==> src/rtl/board_io_pkg.sv <==
// -----------------------------------------------------------------------------
// board_io_pkg
//   Shared constants and types for the BASYS 3 board I/O conditioning stages.
//
//   CLK_HZ          : system clock frequency in Hz.
//   DEBOUNCE_MS     : settling time a switch level must hold before acceptance.
//   DEBOUNCE_CYCLES : DEBOUNCE_MS expressed in system clock cycles; top-level
//                     instantiations pass this as STABLE_CYCLES.
//   db_state_e      : per-channel debounce FSM state.
// -----------------------------------------------------------------------------
package board_io_pkg;

    localparam int unsigned CLK_HZ          = 100_000_000;
    localparam int unsigned DEBOUNCE_MS     = 10;
    localparam int unsigned DEBOUNCE_CYCLES = (CLK_HZ / 1000) * DEBOUNCE_MS;

    // IDLE    : synchronised input agrees with the debounced level, counter at 0.
    // PENDING : synchronised input disagrees, counter tracks how long it has.
    typedef enum logic {
        IDLE    = 1'b0,
        PENDING = 1'b1
    } db_state_e;

endpackage

==> src/rtl/debounce_channel.sv <==
// -----------------------------------------------------------------------------
// debounce_channel
//   One switch/button channel: two-flop synchroniser, disagreement counter,
//   two-state debounce FSM and registered rise/fall strobes.
//
//   Parameters
//     STABLE_CYCLES : consecutive cycles a new synchronised level must hold
//                     before it is accepted (>= 1).
//   Ports
//     i_clk   : system clock.
//     i_rst_n : asynchronous active-low reset, clears all state.
//     i_raw   : raw asynchronous pad level.
//     o_db    : debounced level (registered).
//     o_rise  : one-cycle strobe coincident with o_db going 0->1 (registered).
//     o_fall  : one-cycle strobe coincident with o_db going 1->0 (registered).
// -----------------------------------------------------------------------------
module debounce_channel
    import board_io_pkg::*;
#(
    parameter int unsigned STABLE_CYCLES = DEBOUNCE_CYCLES
) (
    input  logic i_clk,
    input  logic i_rst_n,
    input  logic i_raw,
    output logic o_db,
    output logic o_rise,
    output logic o_fall
);

    localparam int unsigned      CNT_W    = $clog2(STABLE_CYCLES + 1);
    localparam logic [CNT_W-1:0] CNT_LAST = CNT_W'(STABLE_CYCLES - 1);
    // With a one-cycle window a change is accepted straight out of IDLE.
    localparam bit               ACCEPT_IMMEDIATE = (STABLE_CYCLES == 1);

    logic             r_sync1;
    logic             r_sync2;
    logic [CNT_W-1:0] r_cnt;
    logic [CNT_W-1:0] w_cnt_d;
    db_state_e        r_state;
    db_state_e        w_state_d;
    logic             r_db;
    logic             w_db_d;
    logic             r_rise;
    logic             w_rise_d;
    logic             r_fall;
    logic             w_fall_d;
    logic             w_differ;
    logic             w_accept;

    // Synchroniser: only r_sync2 is allowed to feed logic.
    always_ff @(posedge i_clk or negedge i_rst_n) begin
        if (!i_rst_n) begin
            r_sync1 <= 1'b0;
            r_sync2 <= 1'b0;
        end else begin
            r_sync1 <= i_raw;
            r_sync2 <= r_sync1;
        end
    end

    assign w_differ = (r_sync2 != r_db);

    // Next-state, counter and strobe logic.
    always_comb begin
        w_state_d = r_state;
        w_cnt_d   = r_cnt;
        w_db_d    = r_db;
        w_rise_d  = 1'b0;
        w_fall_d  = 1'b0;
        w_accept  = 1'b0;

        unique case (r_state)
            IDLE: begin
                if (w_differ) begin
                    if (ACCEPT_IMMEDIATE) begin
                        w_accept = 1'b1;
                    end else begin
                        // First disagreeing cycle; counter is 0 in IDLE.
                        w_cnt_d   = CNT_W'(1);
                        w_state_d = PENDING;
                    end
                end else begin
                    w_cnt_d = '0;
                end
            end
            PENDING: begin
                if (!w_differ) begin
                    // Bounced back before acceptance: discard the partial count.
                    w_cnt_d   = '0;
                    w_state_d = IDLE;
                end else if (r_cnt == CNT_LAST) begin
                    w_accept = 1'b1;
                end else begin
                    w_cnt_d = r_cnt + CNT_W'(1);
                end
            end
        endcase

        if (w_accept) begin
            w_db_d    = r_sync2;
            w_rise_d  = r_sync2;
            w_fall_d  = ~r_sync2;
            w_cnt_d   = '0;
            w_state_d = IDLE;
        end
    end

    always_ff @(posedge i_clk or negedge i_rst_n) begin
        if (!i_rst_n) begin
            r_state <= IDLE;
            r_cnt   <= '0;
            r_db    <= 1'b0;
            r_rise  <= 1'b0;
            r_fall  <= 1'b0;
        end else begin
            r_state <= w_state_d;
            r_cnt   <= w_cnt_d;
            r_db    <= w_db_d;
            r_rise  <= w_rise_d;
            r_fall  <= w_fall_d;
        end
    end

    assign o_db   = r_db;
    assign o_rise = r_rise;
    assign o_fall = r_fall;

endmodule

==> src/rtl/switch_debouncer.sv <==
// -----------------------------------------------------------------------------
// switch_debouncer
//   Front-end conditioning for BASYS 3 slide switches and push buttons. Each
//   raw pad bit is synchronised and debounced independently; a clean level and
//   single-cycle rise/fall strobes are produced per channel. All outputs are
//   registered.
//
//   Parameters
//     NUM_CH        : number of independent channels (>= 1).
//     STABLE_CYCLES : cycles a new level must hold before acceptance (>= 1).
//   Ports
//     I_P_CLK   : 100 MHz system clock.
//     I_P_RST_N : asynchronous active-low reset.
//     I_P_RAW   : raw asynchronous pad levels, one bit per channel.
//     O_P_DB    : debounced levels.
//     O_P_RISE  : per-channel one-cycle strobe on O_P_DB 0->1.
//     O_P_FALL  : per-channel one-cycle strobe on O_P_DB 1->0.
// -----------------------------------------------------------------------------
module switch_debouncer
    import board_io_pkg::*;
#(
    parameter int unsigned NUM_CH        = 2,
    parameter int unsigned STABLE_CYCLES = DEBOUNCE_CYCLES
) (
    input  logic              I_P_CLK,
    input  logic              I_P_RST_N,
    input  logic [NUM_CH-1:0] I_P_RAW,
    output logic [NUM_CH-1:0] O_P_DB,
    output logic [NUM_CH-1:0] O_P_RISE,
    output logic [NUM_CH-1:0] O_P_FALL
);

    for (genvar g = 0; g < NUM_CH; g++) begin : g_ch
        debounce_channel #(
            .STABLE_CYCLES(STABLE_CYCLES)
        ) u_channel (
            .i_clk  (I_P_CLK),
            .i_rst_n(I_P_RST_N),
            .i_raw  (I_P_RAW[g]),
            .o_db   (O_P_DB[g]),
            .o_rise (O_P_RISE[g]),
            .o_fall (O_P_FALL[g])
        );
    end

endmodule
==> config.mk <==
export PLATFORM = sky130hd
export DESIGN_NAME = switch_debouncer
export DESIGN_NICKNAME = d
export VERILOG_FILES = /design/src/rtl/board_io_pkg.sv /design/src/rtl/debounce_channel.sv /design/src/rtl/switch_debouncer.sv
export SDC_FILE = /design/constraint.sdc
export NUM_CORES = 1
export LEC_CHECK = 0
export ABC_AREA = 1
export BUFFER_PORTS_ARGS = -buffer_cell sky130_fd_sc_hd__buf_2
export CORE_MARGIN = 2
export CORE_UTILIZATION = 47
export CTS_CLUSTER_SIZE = 24
export DETAILED_ROUTE_END_ITERATION = 8
export GPL_TIMING_DRIVEN = 1
export HOLD_SLACK_MARGIN = 0.02
export PLACE_DENSITY = 0.74
export SKIP_LAST_GASP = 1
export SYNTH_ARGS = -nofsm -noshare
export SYNTH_HDL_FRONTEND = slang
export SYNTH_SLANG_ARGS = --single-unit
==> constraint.sdc <==
create_clock -name I_P_CLK -period 1.6 [get_ports I_P_CLK]
set_input_delay 0.24 -clock I_P_CLK [delete_from_list [all_inputs] [get_ports I_P_CLK]]
set_output_delay 0.24 -clock I_P_CLK [all_outputs]
set_load 0.05 [all_outputs]
==> impl_metrics.py <==
metrics = {
    "synth": {
        "synth_cell_types": 26,
        "synth_area_per_cell_um2": 7.68,
        "synth_seq_cells": 52,
        "synth_area_um2": 2770,
        "synth.net_count": 367,
        "ys_seq_area_share_pct": 46.9,
        "synthCells": 361,
        "ys_warn_count": 0,
    },
    "grt": {
        "grt_max_degree": 23,
        "grt_pass1_wl_mm": 9.22,
        "grt_pass1_vias": 2060,
        "grtUsageTotal_pct": 18.3,
        "overflow": 0,
        "antenna_found_initial": 0,
    },
    "worst_setup_path": {
        "end_kind": "flop",
        "cp_slowest_cell": "dfrtp_1",
        "arrival_ns": 1.74,
        "slowest_delay_ns": 0.41,
        "cp.required_ns": 1.85,
        "crit_path_frequent_cell": "nor2_4",
        "critical_path_class": "reg2reg",
        "worstPathMaxFanout": 5,
        "path_buf_inv": 1,
        "path_cells": "ha_4, inv_2, nor2_4, nand2_4, nor2_4, nand3_4, and2_4, nor2_2",
        "cp-start-kind": "flop",
        "r2r_start": "g_ch[0].u_channel.r_cnt[0]",
        "ff2ff_path_depth": 8,
        "crit_family": "simple AND/OR/NAND/NOR gates",
        "ff2ff_setup_slack_ns": 0.11,
        "rr_endpoint": "g_ch[0].u_channel.o_db",
    },
    "clocking": {
        "clk_pin_slew_ns": 0.10,
        "cts.path.max_buffers": 2,
        "clock_latency_ns": 0.31,
        "cts.sink_count": 52,
        "cts_made_buffers": 5,
        "cts-root-buf": "clkbuf_8",
        "htreeDepth": 2,
        "cts_tree": "done",
    },
    "flow_run": {
        "maxCapViolCount": 0,
    },
    "timing": {
        "drv_slew": 0,
        "rsz0062_at_grt": "yes",
        "relSlewSlack_pct": 67.9,
        "fmax_mhz": 669,
        "final-setup-viol-count": 0,
        "tightest_slew_ns": 0.481,
        "finClkSkew_ns": 0.00819,
        "finalCritPeriodShare_pct": 93.4,
        "setup-tns-final_ns": 0,
        "fin_crit_ns": 1.49,
        "finalHoldViolCount": 0,
    },
    "floorplan": {
        "rows": 27,
        "num_io_pins": 10,
        "die_height_um": 80.8,
        "dieWidth_um": 80.8,
        "initial_core_util_pct": 49.4,
        "core_area_um2": 5610,
        "die_area_um2": 6530,
    },
    "place": {
        "hpwlAfterDp_mm": 4.08,
        "io_buffers": 9,
        "placed_cells": 440,
        "globalplace.congestion": 0.898,
        "post_dp_cell_area_um2": 2890,
    },
    "detailed_routing": {
        "drt-total-wl_mm": 5.59,
        "drtAntennaViolNets": 0,
        "vias": 2268,
        "avgViaCountPerCell": 5.02,
        "drc_errors": 0,
        "first_pass_iters": 5,
        "first_iter_violations": 127,
        "wl_per_cell_um": 12.4,
    },
    "cells_and_area": {
        "syn_to_final_growth_pct": 11.1,
        "final_nets": 385,
        "drive_gt1_share_pct": 13.7,
        "multi_input_area_um2": 1330,
        "final_util_pct": 55.0,
        "postLayoutCellArea_um2": 3080,
        "fin_cells": 452,
        "num-fill-cells": 536,
        "seq_area_um2": 1300,
        "diodes": 0,
    },
    "pwr": {
        "p_sw_share_pct": 24.0,
        "pwr-share-clk_pct": 34.8,
        "powerDensity_nw_per_um2": 713,
        "p_comb_share_pct": 4.3,
        "p_total_w": 0.00220,
        "p_int_w": 0.00167,
        "netSwitchingPower_w": 0.000528,
        "seq_power_share_pct": 60.9,
        "ir_drop_mv": 0.655,
        "p_leak_nw": 1.37,
    },
    "min_path": {
        "hold_path_end": "g_ch[1].u_channel.r_sync1",
        "worstHoldStart": "I_P_RAW[1]",
        "holdPathStages": 1,
        "min_path_type": "in2reg",
    },
    "run_status": {
        "status": "completed",
    },
}
[per-layer routing]
layer	vias to the layer above	GRT usage, %	part of all wire [%]
met5	-	0	0
met4	0	6.10	1.7
met3	15	3.00	4.5
met2	68	32.2	50
met1	1034	22.9	44
li1	1151	-	-
[layout by cell type (no fill, tap or decap)]
| cell | n |
|---|---|
| inv_2 | 1 |
| clkbuf_8 | 5 |
| clkinv_2 | 1 |
| nand2_1 | 76 |
| a31oi_1 | 2 |
| nand3b_1 | 2 |
| and2_4 | 1 |
| nand4_1 | 7 |
| nand2_4 | 2 |
| nor2_4 | 6 |
| clkinv_4 | 1 |
| buf_2 | 9 |
| dlygate4sd3_1 | 1 |
| dfrtp_1 | 52 |
| nor3_1 | 4 |
| nand3_4 | 1 |
| inv_4 | 1 |
| buf_4 | 6 |
| nor2_1 | 87 |
| nor3b_1 | 1 |
| nor2_2 | 6 |
| nand3_1 | 22 |
| nand2_8 | 1 |
| o21a_1 | 2 |
| ha_1 | 1 |
| nand2_2 | 4 |
| xnor2_1 | 6 |
| nor3_2 | 2 |
| inv_1 | 42 |
| o21ai_0 | 5 |
| xor2_1 | 11 |
| inv_6 | 1 |
| a21oi_1 | 7 |
| nand3_2 | 3 |
| ha_4 | 1 |
[Yosys cell counts]
master	number	area, µm²
a21oi_1	7	35.0
a31oi_1	2	12.5
and2_4	1	8.76
buf_4	6	45.0
buf_6	1	11.3
clkinv_2	1	5.00
dfrtp_1	52	1300
ha_1	2	25.0
inv_1	43	161
nand2_1	79	297
nand2_2	1	6.26
nand2_4	2	22.5
nand3_1	23	115
nand3_2	1	10.0
nand3_4	1	17.5
nand3b_1	2	15.0
nand4_1	7	43.8
nor2_1	90	338
nor2_2	5	31.3
nor2_4	4	45.0
nor3_1	6	30.0
nor3b_1	1	7.51
o21a_1	2	15.0
o21ai_0	5	25.0
xnor2_1	6	52.6
xor2_1	11	96.3
[cell families (layout without fill, tap and decap cells)]
logic type      Yosys count  in the layout  share of synthesized area, %
xor+xnor                 17             17                          5.37
fa+ha+maj                 2              2                         0.902
flops                    52             52                          46.9
compound gates           16             16                          3.16
simple gates            223            225                          35.6
buf+inv                  51             68                          8.03
[timing repair]
| action | 4_1_cts | 5_1_grt |
|---|---|---|
| hold buffers | 1 | 0 |
| endpoints found under the hold margin | 20 | 0 |
| resized for setup | 0 | 16 |
| setup endpoints to repair | 0 | 32 |
| setup buffers | 0 | 1 |
[state kept, by name, indices dropped and copies added, names as in the netlist]
signal	cells
g_ch.u_channel.o_db	2
g_ch.u_channel.o_fall	2
g_ch.u_channel.o_rise	2
g_ch.u_channel.r_cnt	40
g_ch.u_channel.r_state	2
g_ch.u_channel.r_sync1	2
g_ch.u_channel.r_sync2	2
[per-stage QoR]
step                setup slack (ns)  hold slack [ns]
floorplan                      0.152          -0.0556
global placement              0.0827            0.222
detailed placement            0.0360            0.229
CTS                           0.0117           0.0247
global route                 -0.0173           0.0205
finish                         0.106           0.0262
[power groups by stage]
stage               combinational [W]  clock, W  sequential (W)
floorplan                   0.0000427         0         0.00136
global placement            0.0000852         0         0.00136
detailed placement          0.0000872         0         0.00136
CTS                         0.0000894  0.000787         0.00134
global route                 0.000112  0.000852         0.00134
finish                      0.0000948  0.000764         0.00134
[area by class of cell]
cell class                 instances  share of cell area (%)
clock inverter                     3                   0.731
clock buffer                       5                    2.23
sequential                        52                    42.2
multi-input combinational        260                    43.2
timing repair buffer              16                    3.25
tap                               72                    2.92
inverter                          44                    5.44
[worst max path at each step]
stage                                          start                     endpoint  slack (ns)  depth (start not counted)
final                     g_ch[0].u_channel.r_cnt[0]       g_ch[0].u_channel.o_db        0.11                          8
after floorplan           g_ch[0].u_channel.r_cnt[0]  g_ch[0].u_channel.r_cnt[15]        0.15                          9
after global placement    g_ch[0].u_channel.r_cnt[0]  g_ch[0].u_channel.r_cnt[15]        0.08                          8
after CTS                 g_ch[0].u_channel.r_cnt[0]  g_ch[0].u_channel.r_cnt[14]        0.01                          8
after global routing      g_ch[1].u_channel.r_cnt[0]  g_ch[1].u_channel.r_cnt[14]       -0.02                          8
after detailed placement  g_ch[0].u_channel.r_cnt[0]  g_ch[0].u_channel.r_cnt[10]        0.04                          8
(Power assumes the default switching activity.)
